<file path="config.mk">
export PLATFORM = sky130hd
export DESIGN_NAME = pipe_ctrl_chain
export DESIGN_NICKNAME = d
export VERILOG_FILES = /design/src/rtl/pipe_ctrl_chain_pkg.sv /design/src/rtl/pipe_ctrl_chain_slot.sv /design/src/rtl/pipe_ctrl_chain.sv
export SDC_FILE = /design/constraint.sdc
export NUM_CORES = 1
export LEC_CHECK = 0
export BUFFER_PORTS_ARGS = -buffer_cell sky130_fd_sc_hd__buf_2
export CAP_MARGIN = 20
export CORE_MARGIN = 2
export CORE_UTILIZATION = 30
export CTS_CLUSTER_DIAMETER = 60
export CTS_CLUSTER_SIZE = 24
export DETAILED_ROUTE_END_ITERATION = 10
export SLEW_MARGIN = 10
export SYNTH_ARGS = -nofsm -noshare
export SYNTH_HDL_FRONTEND = slang
export SYNTH_SLANG_ARGS = --single-unit
</file>
<file path="constraint.sdc">
create_clock -name clk -period 2.85 [get_ports clk]
set_input_delay 0.285 -clock clk [delete_from_list [all_inputs] [get_ports clk]]
set_output_delay 0.285 -clock clk [all_outputs]
set_load 0.01 [all_outputs]
</file>
<file path="src/rtl/pipe_ctrl_chain_pkg.sv">
// Shared types, defaults and helpers for the pipeline latch chain.
package pipe_ctrl_chain_pkg;

    // Payload layout carried by every stage; the chain itself treats it as opaque bits.
    typedef struct packed {
        logic [15:0] ctl;
        logic [15:0] addr;
        logic [15:0] sval;
        logic [15:0] dval;
    } payload_t;

    localparam int NSTAGES_DEF = 4;
    localparam int DW_DEF      = $bits(payload_t);
    localparam int TW_DEF      = 3;
    localparam int CNTW_DEF    = 32;

    // Per-stage register action selected by the hold chain.
    typedef enum logic {
        SLOT_LOAD = 1'b0,
        SLOT_HOLD = 1'b1
    } slot_op_e;

    // Number of bits needed to represent values 0..n-1.
    function automatic int clog2(input int n);
        int w;
        w = 0;
        while ((1 << w) < n) w++;
        return w;
    endfunction

endpackage

</file>
<file path="src/rtl/pipe_ctrl_chain_slot.sv">
// One pipeline stage: valid, payload and destination tag with load/hold/kill selection.
module pipe_slot
    import pipe_ctrl_chain_pkg::*;
#(
    parameter int DW = DW_DEF,
    parameter int TW = TW_DEF
) (
    input  logic          clk,
    input  logic          r,
    input  slot_op_e      op,
    input  logic          kill,
    input  logic          ld_v,
    input  logic [DW-1:0] ld_data,
    input  logic          ld_tag_v,
    input  logic [TW-1:0] ld_tag,
    output logic          v,
    output logic [DW-1:0] data,
    output logic          tag_v,
    output logic [TW-1:0] tag
);

    // Stage register: reset clears everything, hold keeps fields but honours kill, load takes upstream.
    // NOTE: non-blocking assignments so every stage samples its neighbour's pre-edge value.
    always_ff @(posedge clk) begin
        if (!r) begin
            v     <= 1'b0;
            data  <= '0;
            tag_v <= 1'b0;
            tag   <= '0;
        end else if (op == SLOT_HOLD) begin
            v <= v & ~kill;
        end else begin
            v     <= ld_v;
            data  <= ld_data;
            tag_v <= ld_tag_v;
            tag   <= ld_tag;
        end
    end

endmodule

</file>
<file path="src/rtl/pipe_ctrl_chain.sv">
// N-stage pipeline latch chain with bubble-collapsing stalls, per-stage flush,
// destination-register dependency query and perf counters.
module pipe_ctrl_chain
    import pipe_ctrl_chain_pkg::*;
#(
    parameter int NSTAGES = NSTAGES_DEF,
    parameter int DW      = DW_DEF,
    parameter int TW      = TW_DEF,
    parameter int CNTW    = CNTW_DEF
) (
    input  logic                           clk,
    input  logic                           r,
    input  logic                           in_v,
    input  logic [DW-1:0]                  in_data,
    input  logic                           in_tag_v,
    input  logic [TW-1:0]                  in_tag,
    output logic                           in_ready,
    input  logic [NSTAGES-1:0]             stall,
    input  logic [NSTAGES-1:0]             flush_mask,
    input  logic                           flush_in,
    output logic [NSTAGES-1:0]             stg_v,
    output logic [NSTAGES*DW-1:0]          stg_data,
    output logic                           out_v,
    input  logic                           q_v,
    input  logic [TW-1:0]                  q_tag,
    output logic [NSTAGES-1:0]             dep_vec,
    output logic                           dep_hit,
    output logic [clog2(NSTAGES+1)-1:0]    occ,
    output logic [CNTW-1:0]                stall_cnt,
    output logic [CNTW-1:0]                retire_cnt
);

    localparam int OCCW = clog2(NSTAGES + 1);

    logic [NSTAGES-1:0] v;
    logic [NSTAGES-1:0] ve;
    logic [NSTAGES-1:0] hold;
    logic [NSTAGES-1:0] tag_v;
    logic [NSTAGES-1:0] ld_v;
    logic [NSTAGES-1:0] ld_tag_v;
    logic [DW-1:0]      data    [NSTAGES];
    logic [DW-1:0]      ld_data [NSTAGES];
    logic [TW-1:0]      tag     [NSTAGES];
    logic [TW-1:0]      ld_tag  [NSTAGES];

    // A flushed stage is treated as empty everywhere, so it can never hold.
    assign ve       = v & ~flush_mask;
    assign stg_v    = ve;
    assign in_ready = ~hold[0];
    assign out_v    = ve[NSTAGES-1] & ~stall[NSTAGES-1];

    // Hold chain from writeback backwards: an occupied stage holds if it or anything below it is stuck.
    // NOTE: every always_comb output gets a default first so no path can infer a latch.
    always_comb begin
        logic h;
        hold = '0;
        h    = 1'b0;
        for (int i = NSTAGES - 1; i >= 0; i--) begin
            h       = ve[i] & (stall[i] | h);
            hold[i] = h;
        end
    end

    for (genvar i = 0; i < NSTAGES; i++) begin : g_stage
        if (i == 0) begin : g_head
            assign ld_v[i]     = in_v & ~flush_in;
            assign ld_data[i]  = in_data;
            assign ld_tag_v[i] = in_tag_v;
            assign ld_tag[i]   = in_tag;
        end else begin : g_body
            // An upstream stage that stalls leaves a bubble behind rather than duplicating.
            assign ld_v[i]     = ve[i-1] & ~stall[i-1];
            assign ld_data[i]  = data[i-1];
            assign ld_tag_v[i] = tag_v[i-1];
            assign ld_tag[i]   = tag[i-1];
        end

        pipe_slot #(
            .DW (DW),
            .TW (TW)
        ) u_slot (
            .clk      (clk),
            .r        (r),
            .op       (hold[i] ? SLOT_HOLD : SLOT_LOAD),
            .kill     (flush_mask[i]),
            .ld_v     (ld_v[i]),
            .ld_data  (ld_data[i]),
            .ld_tag_v (ld_tag_v[i]),
            .ld_tag   (ld_tag[i]),
            .v        (v[i]),
            .data     (data[i]),
            .tag_v    (tag_v[i]),
            .tag      (tag[i])
        );

        assign stg_data[i*DW +: DW] = data[i];
    end

    // Dependency compare against every live destination tag, plus occupancy popcount.
    always_comb begin
        dep_vec = '0;
        occ     = '0;
        for (int i = 0; i < NSTAGES; i++) begin
            dep_vec[i] = q_v & ve[i] & tag_v[i] & (tag[i] == q_tag);
            occ        = occ + OCCW'(ve[i]);
        end
    end
    assign dep_hit = |dep_vec;

    // Perf counters: decode-blocked cycles saturate, retirements wrap.
    always_ff @(posedge clk) begin
        if (!r) begin
            stall_cnt  <= '0;
            retire_cnt <= '0;
        end else begin
            if (in_v && !flush_in && !in_ready && !(&stall_cnt))
                stall_cnt <= stall_cnt + CNTW'(1);
            if (out_v)
                retire_cnt <= retire_cnt + CNTW'(1);
        end
    end

endmodule

</file>
Word level (Yosys, flattened, before mapping). Index checks and enable logic that the tools add are counted.

Flip-flop bits (word level): 340. Input port bits: 84. Output and inout bits: 334. Logic and storage cells: 82.

Add/sub/neg operators: 5. Eq/ne operators: 4. Mux-type cells: 8. Reduce and logical (&&, ||, !) cells: 7. Bitwise gates (word level): 40.

Operators with widths (number): adder 32 x 1 -> 32 bit, second input constant (2); AND reduction 32 bit (1); AND 1 bit (25); equality test 3 bit (4); NOT 1 bit (10); 2-to-1 mux 1 bit (8); AND 4 bit (1); NOT 4 bit (1); OR reduction 4 bit (1); adder 2 x 1 -> 3 bit (1); adder 3 x 1 -> 3 bit (1); logical AND 1 bit (3); OR 1 bit (3); adder 1 x 1 -> 2 bit (1); logical NOT 1 bit (2).

Logic depth before layout (Yosys ltp). Gate-level depths: netlist of the first run.

Word-level depth: 11. Mapped depth: 9. Depth with buffers taken out: 6.

Modules after synthesis. Synthesis of the first run repeated with hierarchy kept, for this count alone.

Cell total of the unflattened synthesis: 1314. Area total of the unflattened synthesis: 14143.6 µm².

Modules (own cells, without submodules): pipe_slot (cells an instance 223, sequential area each 1381.3 µm², area an instance 2650.0 µm², times used 4); pipe_ctrl_chain (cells an instance 422, sequential area each 1281.2 µm², area an instance 3543.4 µm², times used 1).

Worst setup path after synthesis of the first run. Ideal clock, no wire load.

Path type: reg-to-reg. Start: register stall_cnt[0]. End: register stall_cnt[18]. Cell stages (with the launch flop): 8. Setup slack: 0.728 ns. Library setup time: 0.070 ns. Arrival time: 2.051 ns. Data required time: 2.780 ns. Clock period less this slack: 2.122 ns. Path buffers: 1. Cells stage by stage: dfxtp_1 -> ha_1 -> and4_1 -> nand4_1 -> or4_1 -> buf_2 -> or4_1 -> a21oi_1.

Word-level cells in the longest chain between the ends: 3. Elaborated cells on any way between the ends: 4. Classes of those cells: add/sub (1); reduce/logical (3).

Ends and longest elaborated chain: start, declared (RTL line pipe_ctrl_chain.sv:29) `output logic [CNTW-1:0] stall_cnt,`; start signal, assigned (RTL line pipe_ctrl_chain.sv:117) `stall_cnt <= stall_cnt + CNTW'(1);`; parallel branches: the longest is 3 deep, another holds adder 32 x 1 -> 32 bit.

Parallel ways; which one is timed is not known. A chain may end at the register's enable or synchronous reset.

Final worst setup path of the first run.
Start: register g_stage[3].u_slot.v. End: output port occ[1].

Word-level cells in the longest chain between the ends: 2.

Ends and longest elaborated chain: start, declared (RTL line pipe_ctrl_chain_slot.sv:16) `output logic v,`; start signal, assigned (RTL line pipe_ctrl_chain_slot.sv:31) `v <= v & ~kill;`; start signal, assigned (RTL line pipe_ctrl_chain_slot.sv:33) `v <= ld_v;`; AND 4 bit (RTL line pipe_ctrl_chain.sv:47) `assign ve = v & ~flush_mask;`; adder 3 x 1 -> 3 bit (RTL line pipe_ctrl_chain.sv:105) `occ = occ + OCCW'(ve[i]);`; end, declared (RTL line pipe_ctrl_chain.sv:28) `output logic [clog2(NSTAGES+1)-1:0] occ,`.

Every way passes these cells.

==> results.tsv, run 1 <==
metric	value	unit
IO Port Bufs	417	
HPWL Detailed	29500	um
first-pass GRT wire length	67300	um
Detail Route Antenna Nets	0	
Root Buffer	clkbuf_16	
post-route clock period utilization	94.1	%
asr flop ratio synth	0	%
WL per Instance	16.7	um
Synth-to-Final Area Change	34.8	%
Synth Warn #	0	
Synth top area share	53.1	%
final setup vio count	0	
FF+latch count, synth	340	
design area	17300	um2
Synth area leaders	dfxtp_1 53%, nand2_1 17%, a21oi_1 12%, clkbuf_1 2.8%, xor2_1 1.7%	
DRC violations left	0	
initial DRC count	746	
final hold vios	0	
Setup CP Type	flop to output pin	
TritonCTS clock tree	built	
CTS Sinks	340	
clock latency on the worst-skew pair	0.59	ns
Syn Inst Count	1609	
area leader, netlist	dfxtp_1	
die area	44400	um2
Global Route Usage Sum	18.7	%
Setup crit start kind	flop	
Slew Limit Fails	0	
vias per inst	4.84	
Layout Skew	0.0164	ns
Critical Path End Type	output pin	
Post-Syn Area	12800	um2
core area	42000	um2
Cell Chain, Critical Path	nor2b_2 -> fa_1 -> ha_1 -> ha_1 -> buf_2	
register-to-register setup slack	0.38	ns
cell depth of the worst setup path	5	
cell mode on critical path	ha_1	
Critical Path Max Stage Delay	0.53	ns
clock-pin slew on the worst setup and hold paths	0.08	ns
prevailing post-synth register cell	dfxtp_1	
maximum clock path buffer count	3	
total CTS buffers	30	
Crit. Startpoint	g_stage[3].u_slot.v	
antenna violations before repair	2	
CP max FO	5	
io pins	418	
post-synthesis net count	1698	
power per standard cell area	580	nW/um2
Slowest cell on crit path	fa_1	
Syn Area/Cell	7.97	um2
Worst Path Buf+Inv	1	
filler cell count	4283	
setup tns final	0	ns
RSZ-0062 raised after global routing	false	
Worst Tran Pin Value	0.892	ns
via count	12600	
Max transition margin	40.5	%
Die Ht	211	um
DRT Pass-1 Iters	5	
total wire length	43500	um
worst setup path endpoint	occ[1]	
Top delay family on crit path	adder cells	
layout cell share with drive strength beyond 1	25.3	%
Final GP Congestion	0.846	
vias in the first global route	12000	
Tmin final	2.68	ns
dpl cell area	15500	um2
htree depth	1	
Critical R2R Launch	stall_cnt[0]	
required time of the critical path	2.57	ns
hold crit path type	input pin to flop	
pin count of the biggest net entering global routing	94	
grt ovf	0	
status	completed	
number of max-cap violations	0	
VDD IR max	0.428	mV
CP arrival	2.40	ns
fin nets	2135	
row cnt	75	
post-CTS setup buffer count	0	
die width	211	um
synth unique cells	46	
EDFF count, synth	0	
Max Clk Rate	0.373	GHz
Worst R2R End	stall_cnt[18]	
Hold Path Depth	3	
Lkg Pwr	0.00744	uW
sequential share of the synthesized area	53.1	%
Worst Reg-to-Reg Cells	6	
Starting Density	30.5	%
## cells in the mapped netlist, types with 2 or more instances
cell	count
o31ai_1	13
and3_1	7
xnor2_1	13
a21oi_1	297
nor2b_1	6
or4_1	15
nand4_1	28
or2_2	2
o21ai_1	2
clkbuf_1	94
buf_1	6
nor3_1	10
nor2_1	29
buf_2	11
ha_1	4
o21a_1	4
o21ai_0	9
o31a_1	2
nor4b_1	2
mux2i_1	14
nand2_1	583
dfxtp_1	340
nand2b_1	13
inv_1	8
or3_1	8
and4_1	12
xor2_1	25
nand3_1	17
nor4_2	2
and2_1	7
nor4_1	11
## cell usage in the layout, fill, tap and decap left out, types with 4 or more instances in the layout
cell	count
nor4_1	11
inv_6	6
inv_1	8
nand2_1	582
dlygate4sd3_1	69
o31ai_1	13
clkinvlp_4	4
and3_1	7
inv_8	4
a21oi_1	297
nand4_1	28
and2_1	7
o21ai_0	9
ha_1	4
nor3_1	10
xor2_1	25
buf_2	417
nand2b_1	13
buf_4	27
nor2_1	28
clkbuf_16	31
xnor2_1	13
or4_1	15
clkinv_8	4
or3_1	8
nor2b_1	4
nand3_1	17
buf_12	6
and4_1	12
mux2i_1	14
dfxtp_1	340
## kinds of logic (layout without fill, tap and decap cells)
family,Yosys count,count (layout),share of synthesized area [%]
AND/OR/NAND/NOR,758,758,25.5
adder cells (fa/ha/maj),5,5,0.546
buffers and inverters,124,585,3.83
multiplexers,14,14,1.09
XOR/XNOR,38,38,2.59
AO/OA/AOI/OAI,330,330,13.4
other,0,2,0
flip-flops,340,340,53.1
## layout make-up
class	instances	area [um2]	share of cell area, %
sequential	340	6810	39.4
multi-input combinational	1145	5580	32.3
timing repair buffer	519	3100	17.9
clock buffer	32	790	4.56
tap	539	674	3.90
clock inverter	24	297	1.71
inverter	10	45.0	0.260
antenna	2	5.00	0.0289
## layer usage
layer | routed length (um) | GRT usage [%]
met2 | 20600 | 31.2
met1 | 19000 | 24.4
met4 | 1650 | 6.92
met3 | 2270 | 3.20
met5 | 0 | 0
## worst min-delay path by stage
| stage | slack (ns) | startpoint | to |
|---|---|---|---|
| after floorplan | 0.43 | in_data[0] | g_stage[0].u_slot.data[0] |
| after detailed placement | 0.44 | g_stage[3].u_slot.data[36] | g_stage[3].u_slot.data[36] |
| after global placement | 0.44 | g_stage[3].u_slot.data[12] | g_stage[3].u_slot.data[12] |
| after CTS | 0.02 | stall[1] | g_stage[2].u_slot.v |
| after global routing | 0.03 | stall[1] | g_stage[2].u_slot.v |
| final | 0.05 | stall[1] | g_stage[2].u_slot.v |
## registers in the layout, summed over array words and instances (netlist names)
signal and count:
g_stage.u_slot.tag 12, g_stage.u_slot.data 256, retire_cnt 32, stall_cnt 32, g_stage.u_slot.tag_v 4, g_stage.u_slot.v 4
## metrics by stage
| step | setup WS [ns] | utilization (%) | instances | power, uW | hold WS, ns |
|---|---|---|---|---|---|
| 2_1_floorplan | 0.728 | - | 1609 | 5370 | 0.425 |
| 3_3_place_gp | 0.508 | 36.9 | 2484 | 5670 | 0.435 |
| 3_5_place_dp | 0.439 | 36.9 | 2484 | 5680 | 0.443 |
| 4_1_cts | 0.00197 | 41.1 | 2609 | 10200 | 0.0150 |
| 5_1_grt | 0.0517 | 41.1 | 2610 | 10400 | 0.0309 |
| 6_report | 0.168 | 41.1 | 2611 | 10000 | 0.0505 |
## what timing repair did
item                                    4_1_cts  5_1_grt
hold buffers                                 69        0
resized for setup                             0        1
endpoints found under the setup margin        0        2
hold endpoints to repair                     69        0
## where the power goes
group / leakage (uW) / switching (uW) / internal [uW]
Sequential: 0.00278 / 117 / 4890
Clock: 0.000515 / 2150 / 2240
Combinational: 0.00415 / 358 / 287
## worst min-delay path: stages
cell,delay [ns]
buf_2,0.14
nand2b_1,0.11
a21oi_1,0.05
(Power assumes the default switching activity.)
==> inputs of run 2 (changes only) <==
- CORE_ASPECT_RATIO: unset -> 0.75
- CTS_CLUSTER_DIAMETER: 60 -> 100
- RECOVER_POWER: unset -> 25
==> run 2 against run 1 <==
Sequential share of layout area grew 1.9 points. Register-to-register slack is essentially flat. Hold slack lost 0.0038 ns. Via count grew 0.43%. Largest cell class unchanged. Critical path type unchanged. Core utilization shrank 2.0 points. Critical path depth is the same. Cell area shrank 4.7%. Global-route usage is essentially flat. Wire length grew 1.3%. Clock power shrank 36%. Sequential power is essentially flat. Sequential cell count is the same.
==> results.tsv, run 2 (same netlist as run 1, synthesis figures left out) <==
metric	value	unit	change
Worst Reg-to-Reg Cells	6		unchanged
RSZ-0062 raised after global routing	false		
logic gate share of total power	7.4	%	+1.0 points
final core occ	39.1	%	-2.0 points
Die Ht	183	um	-13%
TritonCTS clock tree	built		
row cnt	65		-13%
Critical Path End Type	output pin		
Final GP Congestion	0.863		+1.9%
Worst Tran Pin Value	0.889	ns	-0.00294 ns
Setup CP Type	flop to output pin		
WL per Instance	17.0	um	+1.7%
DP Worst Slack	0.383	ns	-0.0556 ns
hold crit path type	input pin to flop		
maximum clock path buffer count	3		unchanged
clock-pin slew on the worst setup and hold paths	0.09	ns	about the same
register with the most flip-flops	g_stage.u_slot.data		
internal cell power	6370	uW	-14%
Max Clk Rate	0.381	GHz	+2.1%
pin count of the biggest net entering global routing	89		-5.3%
Slew Limit Fails	0		unchanged
first-pass GRT wire length	67300	um	about the same
via count	12700		+0.43%
Detail Route Antenna Nets	0		unchanged
Starting Density	30.4	%	-0.063 points
filler cell count	4486		+4.7%
Hold Path Depth	3		unchanged
HPWL Detailed	29800	um	+0.90%
most frequent cells in the layout	582 x nand2_1, 340 x dfxtp_1, 297 x a21oi_1		
max reg flops	256		unchanged
PostCTS Resize Cnt	0		unchanged
layout cell share with drive strength beyond 1	15.7	%	-9.6 points
worst setup margin	0.224	ns	+0.0558 ns
io pins	418		unchanged
Lkg Pwr	0.00645	uW	-13%
Min Hold Slack	0.0468	ns	-0.00378 ns
initial DRC count	770		+3.2%
clock share of power	33.3	%	-10 points
clock latency on the worst-skew pair	0.53	ns	-0.06 ns
die area	44400	um2	about the same
die width	243	um	+15%
Root Buffer	clkbuf_16		
status	completed		
post-route clock period utilization	92.1	%	-2.0 points
IO Port Bufs	417		unchanged
power per standard cell area	512	nW/um2	-12%
total CTS buffers	18		-40%
final setup vio count	0		unchanged
Layout Skew	0.0173	ns	+0.000826 ns
Non-Filler Instances	2601		-0.38%
Global Route Usage Sum	18.7	%	about the same
Largest regs	g_stage.u_slot.data (256), retire_cnt (32), stall_cnt (32)		
Psw	2080	uW	-21%
switching fraction of total power	24.6	%	-1.5 points
placed instance count	2510		+1.0%
total wire length	44100	um	+1.3%
CTS Sinks	340		unchanged
DRT Pass-1 Iters	5		unchanged
final hold vios	0		unchanged
setup tns final	0	ns	unchanged
number of max-cap violations	0		unchanged
grt ovf	0		unchanged
DRC violations left	0		unchanged
commonest non-fill, non-tap cell in the layout	nand2_1		
CP max FO	5		unchanged
vias in the first global route	11900		-1.3%
htree depth	1		unchanged
antenna violations before repair	3		+1
core area	42100	um2	+0.21%
Synth-to-Final Area Change	28.5	%	
VDD IR max	0.291	mV	-32%
Tmin final	2.63	ns	-0.0558 ns
Flop pwr share	59.3	%	+9.4 points
vias per inst	4.88		+0.81%
fin nets	2116		-0.89%
CP arrival	2.34	ns	-0.06 ns
required time of the critical path	2.57	ns	about the same
post-CTS setup buffer count	0		unchanged
register-to-register setup slack	0.38	ns	about the same
Max transition margin	40.7	%	+0.20 points
Setup crit start kind	flop		
[run 2: repair_timing]
| action | CTS | global route |
|---|---|---|
| endpoints found under the setup margin | 0 | 0 |
| endpoints found under the hold margin | 66 | 0 |
| hold buffers | 66 | 0 |
[run 2: per-stage QoR]
stage | power (uW) | area [um2]
after floorplan | 5370 | 12800
after global placement | 5680 | 15500
after detailed placement | 5690 | 15500
after CTS | 8610 | 16700
after global routing | 8820 | 16500
final | 8450 | 16500
[run 2: worst paths after layout]
check | start | endpoint
min reg2reg | g_stage[3].u_slot.data[11] | g_stage[3].u_slot.data[11]
max reg2reg | stall_cnt[0] | stall_cnt[18]
min | in_data[41] | g_stage[0].u_slot.data[41]
max | g_stage[3].u_slot.v | occ[1]
[run 2: power groups by stage]
stage / registers [uW] / logic [uW] / clock network (uW)
6_report: 5010 / 626 / 2810
3_3_place_gp: 5110 / 567 / 0
4_1_cts: 5000 / 648 / 2950
5_1_grt: 5030 / 687 / 3100
3_5_place_dp: 5110 / 571 / 0
2_1_floorplan: 5150 / 223 / 0
[run 2: area by class of cell]
type	instances	area (um2)	share of cell area, %
Tap cell	569	712	4.32
Timing Repair Buffer	512	2830	17.2
Inverter	10	45.0	0.273
Antenna cell	3	7.51	0.0455
Clock inverter	3	28.8	0.175
Clock buffer	19	475	2.88
Multi-Input combinational cell	1145	5580	33.8
Sequential cell	340	6810	41.3
[run 2: routing by layer]
metal / vias to the layer above / track usage, % / wire, um
li1: 6173 / - / -
met1: 6078 / 25.1 / 20000
met2: 364 / 31.1 / 20600
met3: 78 / 2.84 / 2080
met4: 0 / 5.94 / 1380
met5: - / 0 / 0
[run 2: worst max-delay path: stages, from the launching register on]
cell,delay [ns]
dfxtp_1,0.36
nor2b_1,0.38
fa_1,0.49
ha_1,0.19
ha_1,0.27
buf_2,0.14
